--- config.mk ---
export PLATFORM = sky130hd
export DESIGN_NAME = bus_burst_arbiter
export DESIGN_NICKNAME = d
export VERILOG_FILES = /design/src/rtl/bus_burst_arbiter.sv
export SDC_FILE = /design/constraint.sdc
export NUM_CORES = 1
export LEC_CHECK = 0
export ABC_CLOCK_PERIOD_IN_PS = 2200
export BUFFER_PORTS_ARGS = -buffer_cell sky130_fd_sc_hd__buf_4
export CORE_MARGIN = 1
export CORE_UTILIZATION = 51
export DETAILED_ROUTE_END_ITERATION = 16
export PLACE_DENSITY = 0.76
export SETUP_SLACK_MARGIN = 0.4
export SYNTH_ARGS = -nofsm -noshare
export SYNTH_HDL_FRONTEND = slang
export SYNTH_SLANG_ARGS = --single-unit
export TNS_END_PERCENT = 50
--- constraint.sdc ---
create_clock -name clk -period 2.2 [get_ports clk]
set_input_delay 0.44 -clock clk [delete_from_list [all_inputs] [get_ports clk]]
set_output_delay 0.44 -clock clk [all_outputs]
set_load 0.05 [all_outputs]
--- src/rtl/bus_burst_arbiter.sv ---
// Round-robin burst arbiter: grants one master at a time for a clamped burst,
// counts beat acknowledges, and aborts a burst after TIMEOUT cycles without an ack.
//
// state | meaning
// IDLE  | bus free; the next winner is picked on this edge
// BURST | gnt held; counting beat_ack, watchdog running
module bus_burst_arbiter #(
  parameter int NUM_REQ   = 4,
  parameter int MAX_BURST = 10,
  parameter int LEN_W     = 4,
  parameter int TIMEOUT   = 16
) (
  input  logic                             clk,
  input  logic                             rst_n,
  input  logic [NUM_REQ-1:0]               req,
  input  logic [NUM_REQ*LEN_W-1:0]         req_len,
  input  logic                             beat_ack,
  output logic [NUM_REQ-1:0]               gnt,
  output logic [$clog2(NUM_REQ)-1:0]       gnt_id,
  output logic                             bus_busy,
  output logic [$clog2(MAX_BURST+1)-1:0]   beat_cnt,
  output logic                             burst_end,
  output logic                             abort
);

  localparam int ID_W  = $clog2(NUM_REQ);
  localparam int CNT_W = $clog2(MAX_BURST + 1);
  localparam int WD_W  = $clog2(TIMEOUT);

  typedef enum logic {IDLE, BURST} state_t;

  state_t             state, state_nxt;
  logic [ID_W-1:0]    rr_ptr, rr_nxt;
  logic [CNT_W-1:0]   len, len_nxt;
  logic [WD_W-1:0]    wdog, wdog_nxt;
  logic [NUM_REQ-1:0] gnt_nxt;
  logic [ID_W-1:0]    gnt_id_nxt;
  logic               busy_nxt, end_nxt, abort_nxt;
  logic [CNT_W-1:0]   cnt_nxt;

  logic               found;
  logic [ID_W-1:0]    win;
  logic [LEN_W-1:0]   len_raw;
  logic [CNT_W-1:0]   len_clamp;

  // Search starts one past the last winner so every master gets its turn.
  always_comb begin
    found = 1'b0;
    win   = '0;
    for (int k = 1; k <= NUM_REQ; k++) begin
      if (!found && req[(int'(rr_ptr) + k) % NUM_REQ]) begin
        found = 1'b1;
        win   = ID_W'((int'(rr_ptr) + k) % NUM_REQ);
      end
    end
  end

  always_comb begin
    len_raw = req_len[int'(win)*LEN_W +: LEN_W];
    if (len_raw == '0)
      len_clamp = CNT_W'(1);
    else if (int'(len_raw) > MAX_BURST)
      len_clamp = CNT_W'(MAX_BURST);
    else
      len_clamp = CNT_W'(len_raw);
  end

  always_comb begin
    state_nxt  = state;
    rr_nxt     = rr_ptr;
    len_nxt    = len;
    wdog_nxt   = wdog;
    gnt_nxt    = gnt;
    gnt_id_nxt = gnt_id;
    busy_nxt   = bus_busy;
    cnt_nxt    = beat_cnt;
    end_nxt    = 1'b0;
    abort_nxt  = 1'b0;
    case (state)
      IDLE: begin
        if (found) begin
          state_nxt  = BURST;
          rr_nxt     = win;
          len_nxt    = len_clamp;
          wdog_nxt   = '0;
          gnt_nxt    = NUM_REQ'(1) << win;
          gnt_id_nxt = win;
          busy_nxt   = 1'b1;
          cnt_nxt    = '0;
        end
      end
      BURST: begin
        // An ack in the watchdog's last cycle still counts and suppresses abort.
        if (beat_ack) begin
          wdog_nxt = '0;
          if (beat_cnt == len - CNT_W'(1)) begin
            end_nxt   = 1'b1;
            gnt_nxt   = '0;
            busy_nxt  = 1'b0;
            cnt_nxt   = '0;
            state_nxt = IDLE;
          end else begin
            cnt_nxt = beat_cnt + CNT_W'(1);
          end
        end else if (wdog == WD_W'(TIMEOUT - 1)) begin
          abort_nxt = 1'b1;
          gnt_nxt   = '0;
          busy_nxt  = 1'b0;
          cnt_nxt   = '0;
          wdog_nxt  = '0;
          state_nxt = IDLE;
        end else begin
          wdog_nxt = wdog + WD_W'(1);
        end
      end
      default: state_nxt = IDLE;
    endcase
  end

  always_ff @(posedge clk or negedge rst_n) begin
    if (!rst_n) begin
      state     <= IDLE;
      rr_ptr    <= ID_W'(NUM_REQ - 1);
      len       <= '0;
      wdog      <= '0;
      gnt       <= '0;
      gnt_id    <= '0;
      bus_busy  <= 1'b0;
      beat_cnt  <= '0;
      burst_end <= 1'b0;
      abort     <= 1'b0;
    end else begin
      state     <= state_nxt;
      rr_ptr    <= rr_nxt;
      len       <= len_nxt;
      wdog      <= wdog_nxt;
      gnt       <= gnt_nxt;
      gnt_id    <= gnt_id_nxt;
      bus_busy  <= busy_nxt;
      beat_cnt  <= cnt_nxt;
      burst_end <= end_nxt;
      abort     <= abort_nxt;
    end
  end

endmodule

==> metrics list, run 1 <==
* Result of the run: complete, no violations
* Setup Total Neg Slack: 0 ns
- Number of global-route vias before repair: 1,318
- Of all nets on the critical path, the largest fanout is 5.
- Fill cells in the final layout number ~150.
* Share of cells above drive strength 1: 0.473
- Time the worst path needs with I/O delays and setup: 1.98 ns
* CTS sink count: 24
* Final RePlAce weighted congestion: 0.926
- Maximum clock frequency: between 500 and 600 MHz
- Max-cap violations in this run came to 0.
* RSZ-0062 raised after global routing: yes
- The analysis attributes to cell leakage a power of between 0.0009 and 0.001 uW.
- The worst hold path belongs to the class input port to register.
- Distinct cell type count of the synthesized netlist: 48
- The wire-length estimate of the detail-placed layout is roughly 2500 um.
- # setup viols final: 0
- Average via count per standard cell: a little under 6
- The number of hold violations in the final report came to 0.
- Area used by multi-input combinational logic: 0.00100 mm^2
- Summing all non-filler instances in the final layout gives an area of 0.00220 mm^2.
- The most used flip-flop cell after synthesis is sky130_fd_sc_hd__dfrtp_1.
- Origin of the worst setup path: rr_ptr[1]
- Synth Warn #: 0
* Syn_nets: 186
- Antenna violations before repair: 0
- Flop and latch count out of synthesis: 24
- TritonCTS built the clock tree.
- After synthesis, the share of flip-flops with an asynchronous set or reset is 1.00.
* Number of enable-type register cells in the synthesized netlist: 0
- Wires add up to 4110 um.
- Of the synthesized area, sequential elements account for 0.397.
- Worst endpoint data arrival time: 2.24 ns
* Total global routing track utilization: 0.244
* Iteration count of the initial detailed-routing pass: 4
- Clock root buffer master: sky130_fd_sc_hd__clkbuf_4
- For the worst setup path, the data required time is 2.46 ns.
- Averaged over all synthesized cells, the footprint is 9.49 um^2.
* CTS clk-pin slew, worst paths: 0.15 ns
- STA classifies the critical path endpoint as a register.
* Num ports: 36
* Vias post-DR: 1,452
* Slew Limit Fails: 0
- Reg2Reg Launch Point: rr_ptr[1]
- Total standard cell area after synthesis: 0.00152 mm^2
* Startpoint-to-endpoint class of the critical path: register to register
* IR drop worst, VDD: ~0.0011 V
- Register cell area after layout: a little over 600 um^2
- Maximum level of the CTS H-tree: 1
- Buffers placed on the I/O ports in this run total 35.
* Most frequent cells in the layout: sky130_fd_sc_hd__buf_4 (56), sky130_fd_sc_hd__nand2_1 (19), sky130_fd_sc_hd__dfrtp_1 (18)
* Pwr per Cell Area: approximately 1400 mW/mm^2
- The floorplan step set the die height to about 57 um.
* Clock network latency to the later pin of the worst-skew pair: between 0.3 and 0.4 ns
* Synthesis-to-finish area growth: 44.9%
* Final period util: 0.901
- STA classifies the critical path startpoint as a register.
* Slew of the pin with the lowest slew margin: 0.408 ns
- Number of antenna repair diodes: 0
- The count of nets left with antenna violations once routing finished came out at 0.
- Maximum number of pins on one net before global-route repair: 25
* Remaining DRCs: 0
- In this run the cell area measured after placement is 0.00181 mm^2.
- Nets@finish: 247
- Site Rows: 19
- For this configuration, the core starts out at a cell density of 0.546.
- Global-route wire length before repair: 6120 um
- Critical hold path startpoint: beat_ack
- Core region area: approximately 0.0028 mm^2
- Leading cell type in the layout, fill and taps excluded: sky130_fd_sc_hd__buf_4
- The total overflow left after global routing is 0.
* Initial drt markers: between 50 and 60
- Die Footprint: about 0.0032 mm^2
- Die W: 56.6 um
* Number of buffers created by CTS: 3
- Worst max-slew margin expressed relative to the limit: 0.725
* Setup Skew: about 0.012 ns
- Synthesis produced a netlist whose cell count is 160.
* Worst-case clock buffer depth: 2
- Worst hold slack: 0.328 ns
* Average detailed-routed wire length per instance: between 15 and 20 um
* Post-route total power: 3070 uW
## layer usage
metal	wire, um	vias to the layer above	share of wire	GRT usage
met3	145	6	0.035	0.0484
met5	0	-	0	0
li1	-	706	-	-
met1	1810	698	0.44	0.315
met4	44	0	0.011	0.0453
met2	2110	42	0.51	0.425
## synth_stat cells, types with 2 or more instances
cell	instances	area, um^2
sky130_fd_sc_hd__a21boi_0	7	52.6
sky130_fd_sc_hd__a21oi_1	3	15.0
sky130_fd_sc_hd__a21oi_2	2	17.5
sky130_fd_sc_hd__a22o_1	2	17.5
sky130_fd_sc_hd__a22oi_1	3	22.5
sky130_fd_sc_hd__and2_1	2	12.5
sky130_fd_sc_hd__and3_1	4	25.0
sky130_fd_sc_hd__buf_6	3	33.8
sky130_fd_sc_hd__dfrtp_1	22	551
sky130_fd_sc_hd__dfstp_2	2	52.6
sky130_fd_sc_hd__ha_1	3	37.5
sky130_fd_sc_hd__inv_1	3	11.3
sky130_fd_sc_hd__nand2_1	19	71.3
sky130_fd_sc_hd__nand2b_1	6	37.5
sky130_fd_sc_hd__nand3_1	3	15.0
sky130_fd_sc_hd__nor2_1	12	45.0
sky130_fd_sc_hd__nor2_2	2	12.5
sky130_fd_sc_hd__nor3_1	3	15.0
sky130_fd_sc_hd__o211a_1	2	20.0
sky130_fd_sc_hd__o211ai_1	4	30.0
sky130_fd_sc_hd__o21ai_0	13	65.1
sky130_fd_sc_hd__o22ai_1	7	43.8
sky130_fd_sc_hd__o32ai_2	2	32.5
sky130_fd_sc_hd__or2_1	2	12.5
sky130_fd_sc_hd__xnor2_1	5	43.8
sky130_fd_sc_hd__xor2_1	2	17.5
## layout make-up
| class | count | share of cell area |
|---|---|---|
| Tap cell | 31 | 0.0176 |
| Sequential cell | 24 | 0.276 |
| Multi-Input combinational cell | 127 | 0.456 |
| Clock inverter | 1 | 0.0136 |
| Clock buffer | 3 | 0.0102 |
| Timing Repair Buffer | 62 | 0.221 |
| Inverter | 3 | 0.00512 |
## critical path: stages (launching register included)
cell and delay (ns):
sky130_fd_sc_hd__dfstp_2 0.61, sky130_fd_sc_hd__mux2i_2 0.25, sky130_fd_sc_hd__o22ai_2 0.10, sky130_fd_sc_hd__buf_4 0.15, sky130_fd_sc_hd__buf_6 0.11, sky130_fd_sc_hd__o22ai_4 0.20, sky130_fd_sc_hd__o32ai_4 0.14, sky130_fd_sc_hd__o211a_1 0.25
sky130_fd_sc_hd__a21oi_2 0.10
## worst paths after layout
| kind | endpoint | slack, ns | cells after the start |
|---|---|---|---|
| max in group asynchronous | rr_ptr[0] | 1.40 | 2 |
| hold / removal | wdog[1] | 0.33 | 2 |
| min in group asynchronous | wdog[0] | 0.51 | 2 |
| setup reg to reg | len[1] | 0.22 | 8 |
| setup / recovery | len[1] | 0.22 | 8 |
| hold reg to reg | wdog[3] | 0.50 | 1 |
## timing repair
action / in CTS / in global routing
buffers inserted: 11 / 11
endpoints found under the hold margin: 12 / 0
setup endpoints to repair: 11 / 12
cloned: 0 / 0
pin swaps: 9 / 9
hold buffers: 1 / 0
resized for setup: 13 / 27
## state kept, by name, indices dropped and copies added (netlist names)
register,cells
wdog,4
rr_ptr,2
state,1
beat_cnt,4
abort,1
burst_end,1
gnt_id,2
bus_busy,1
len,4
gnt,4
## power breakdown
part / leakage (uW) / switching (uW) / internal [uW]
sequential: 0.000299 / 181 / 605
clock: 0.0000279 / 147 / 184
combinational: 0.000659 / 1060 / 887
## stage by stage
| step | worst slack, ns | instances | utilization |
|---|---|---|---|
| after floorplan | 0.326 | 160 | - |
| after global placement | 0.164 | 224 | 0.651 |
| after global routing | 0.166 | 251 | 0.791 |
| after detailed placement | 0.120 | 224 | 0.651 |
| final | 0.218 | 251 | 0.791 |
| after CTS | 0.258 | 240 | 0.725 |
## logic make-up (layout without fill, tap and decap cells)
kind of cell | after synthesis | count (layout) | share of synthesized area
muxes | 1 | 1 | 0.00659
and+or+nand+nor | 61 | 61 | 0.199
adders and majority gates | 3 | 3 | 0.0247
buffers and inverters | 9 | 69 | 0.0387
DFF | 24 | 24 | 0.397
xor gates and xnor gates | 7 | 7 | 0.0404
AOI/OAI and AO/OA | 55 | 55 | 0.293
Power figures use the tool's default switching activity.
==> run 2, diff against run 1 <==
--- a/config.mk
+++ b/config.mk
@@ -10,7 +10,7 @@
 export CORE_MARGIN = 1
 export CORE_UTILIZATION = 51
 export DETAILED_ROUTE_END_ITERATION = 16
-export PLACE_DENSITY = 0.76
+export PLACE_DENSITY_LB_ADDON = 0.05
 export SETUP_SLACK_MARGIN = 0.4
 export SYNTH_ARGS = -nofsm -noshare
 export SYNTH_HDL_FRONTEND = slang
==> metrics list, run 2 (synthesized netlist as in run 1, its figures left out) <==
* CTS sink count: 24 (unchanged)
- Leading cell type in the layout, fill and taps excluded: sky130_fd_sc_hd__buf_4
- Global-route wire length before repair: 6050 um (-1.1%)
* Maximum level of the CTS H-tree: 1 (unchanged)
- The share of post-route cells with drive strength above 1 came to 0.371 (-0.102).
- The initial antenna violation count was 0 (unchanged).
- In this run the clock root is driven by a sky130_fd_sc_hd__clkbuf_4.
- Stage delay of the slowest cell on the critical path: 0.61 ns (about the same)
- Finished layout cell area: 0.00196 mm^2 (-11%)
- Starting Density: 0.546 (unchanged)
- Post-detailed-routing wire length: 3520 um (-14%)
- The peak fanout along the critical path came to 6 (+1).
- Number of global-route vias before repair: 1,363 (+3.4%)
* Startpoint-to-endpoint class of the critical path: register to register
- Final RePlAce weighted congestion: 0.930 (+0.46%)
- TritonCTS built the clock tree.
- Die W: 56.6 um (unchanged)
- The number of buffer cells added on primary ports is 35 (unchanged).
* Clock network latency to the later pin of the worst-skew pair: 0.32 ns (about the same)
* Vias post-DR: 1,395 (-3.9%)
- The worst slew margin relative to its limit is 0.715 (-0.0100).
* Max-capacitance violation count: 0 (unchanged)
* Remaining DRCs: 0 (unchanged)
- Pwr per Cell Area: 1360 mW/mm^2 (-2.5%)
- CTS clk-pin slew, worst paths: 0.13 ns (-0.02 ns)
- Standard cell with the maximum stage delay on the critical path: sky130_fd_sc_hd__dfstp_2
- Cells along the critical path: mux2i_1, o22ai_2, or2_4, o32a_1, a22oi_1, o22ai_1
* Number of antenna repair diodes: 0 (unchanged)
* Initial drt markers: 35 (-33%)
- The reported leakage power came to 0.000894 uW (-9.4%).
* # setup viols final: 0 (unchanged)
* Synthesis-to-finish area growth: 29.2%
- The signal arrival time at the worst endpoint is 2.14 ns (-0.10 ns).
- The per-cell via count in the routed design came to 5.91 (+2.2%).
* Crit. End Element: register
- CP Launch Type: register
- Post-layout instance count excluding filler cells: 236 (-6.0%)
* Residual overflow from global routing: 0 (unchanged)
- Iteration count of the initial detailed-routing pass: 4 (unchanged)
- Final period util: 0.878 (-0.0229)
- Core region area: 0.00278 mm^2 (unchanged)
* Total global routing track utilization: 0.242 (-0.00144)
* Time the worst path needs with I/O delays and setup: 1.93 ns (-0.0503 ns)
- Type of the worst min-delay path: input port to register
* Result of the run: complete, no violations
* RSZ-0062 raised after global routing: yes
- Slew Limit Fails: 0 (unchanged)
- The die outline height is 56.6 um (unchanged).
- Worst-case clock buffer depth: 2 (unchanged)
- The average detailed-routed wire length per instance was 14.9 um (-8.9%).
- The final total negative setup slack was 0 ns (unchanged).
- The final setup skew is 0.00853 ns (-0.00335 ns).
* Placed cell count: 223 (-0.45%)
- The number of hold violations in the final report is 0 (unchanged).
- Most frequent cells in the layout: sky130_fd_sc_hd__buf_4 (46), sky130_fd_sc_hd__nand2_1 (19), sky130_fd_sc_hd__dfrtp_1 (19)
* Req. time, crit path: 2.41 ns (-0.05 ns)
- The maximum clock frequency is 518 MHz (+2.6%).
- Maximum number of pins on one net before global-route repair: 25 (unchanged)
* Die Footprint: 0.00320 mm^2 (unchanged)
- The placed wire-length estimate was 2640 um (+3.7%).
- The worst supply voltage drop on vdd is 0.000973 V (-13%).
* Number of buffers created by CTS: 3 (unchanged)
- The layout net count came to 232 (-6.1%).
- The measured slew at the worst slew-check pin is 0.423 ns (+0.0149 ns).
- Site Rows: 19 (unchanged)
* Placement-stage cell area: 0.00180 mm^2 (-0.41%)
- Antenna Violating Nets Remaining: 0 (unchanged)
- Num ports: 36 (unchanged)
* Worst hold slack: 0.334 ns (+0.00593 ns)
-- run 2: critical path: cells and delay by family (launching register included) --
kind               cells  cell delay (ns)
AOI/OAI and AO/OA      4             0.69
and+or+nand+nor        1             0.29
DFF                    1             0.61
muxes                  1             0.23
-- run 2: repair_timing --
| action | CTS | global route |
|---|---|---|
| hold buffers | 1 | 0 |
| pin swaps | 10 | 1 |
| gates cloned | 0 | 0 |
| endpoints found under the setup margin | 11 | 13 |
| hold endpoints to repair | 22 | 0 |
| resized for setup | 8 | 3 |
| buffers inserted | 8 | 0 |
-- run 2: metrics by stage --
step | worst slack, ns | util | total power, uW
floorplan | 0.326 | - | 1830
global placement | 0.126 | 0.649 | 2110
detailed placement | 0.0404 | 0.649 | 2160
CTS | 0.273 | 0.704 | 2650
global route | 0.174 | 0.706 | 2840
finish | 0.269 | 0.706 | 2670
-- run 2: layout make-up --
cell class              instances  area (um^2)
inverters                       3         11.3
repair buffers                 47          355
clock inverters                 1         30.0
flip-flops and latches         24          607
fillers                       236          818
well taps                      31         38.8
multi-input cells             127          898
clock buffers                   3         22.5
-- run 2: metal layers --
metal	GRT usage	routed length [um]	up-vias
li1	-	-	673
met1	0.299	1550	676
met2	0.417	1760	38
met3	0.0507	139	8
met4	0.0836	72	0
met5	0	0	-
-- run 2: report_power, final --
group          switching, uW  total (uW)  internal, uW
Sequential               139         742           604
Combinational            949        1610           658
Clock                    135         319           184
Total                   1220        2670          1450
-- run 2: final timing paths --
kind | startpoint | endpoint | slack (ns) | depth (start not counted)
max | rr_ptr[1] | len[0] | 0.27 | 6
min | beat_ack | wdog[1] | 0.33 | 2
max reg2reg | rr_ptr[1] | len[0] | 0.27 | 6
min reg2reg | wdog[3] | wdog[3] | 0.51 | 1
max in group asynchronous | rst_n | rr_ptr[0] | 1.39 | 2
min in group asynchronous | rst_n | wdog[2] | 0.52 | 2
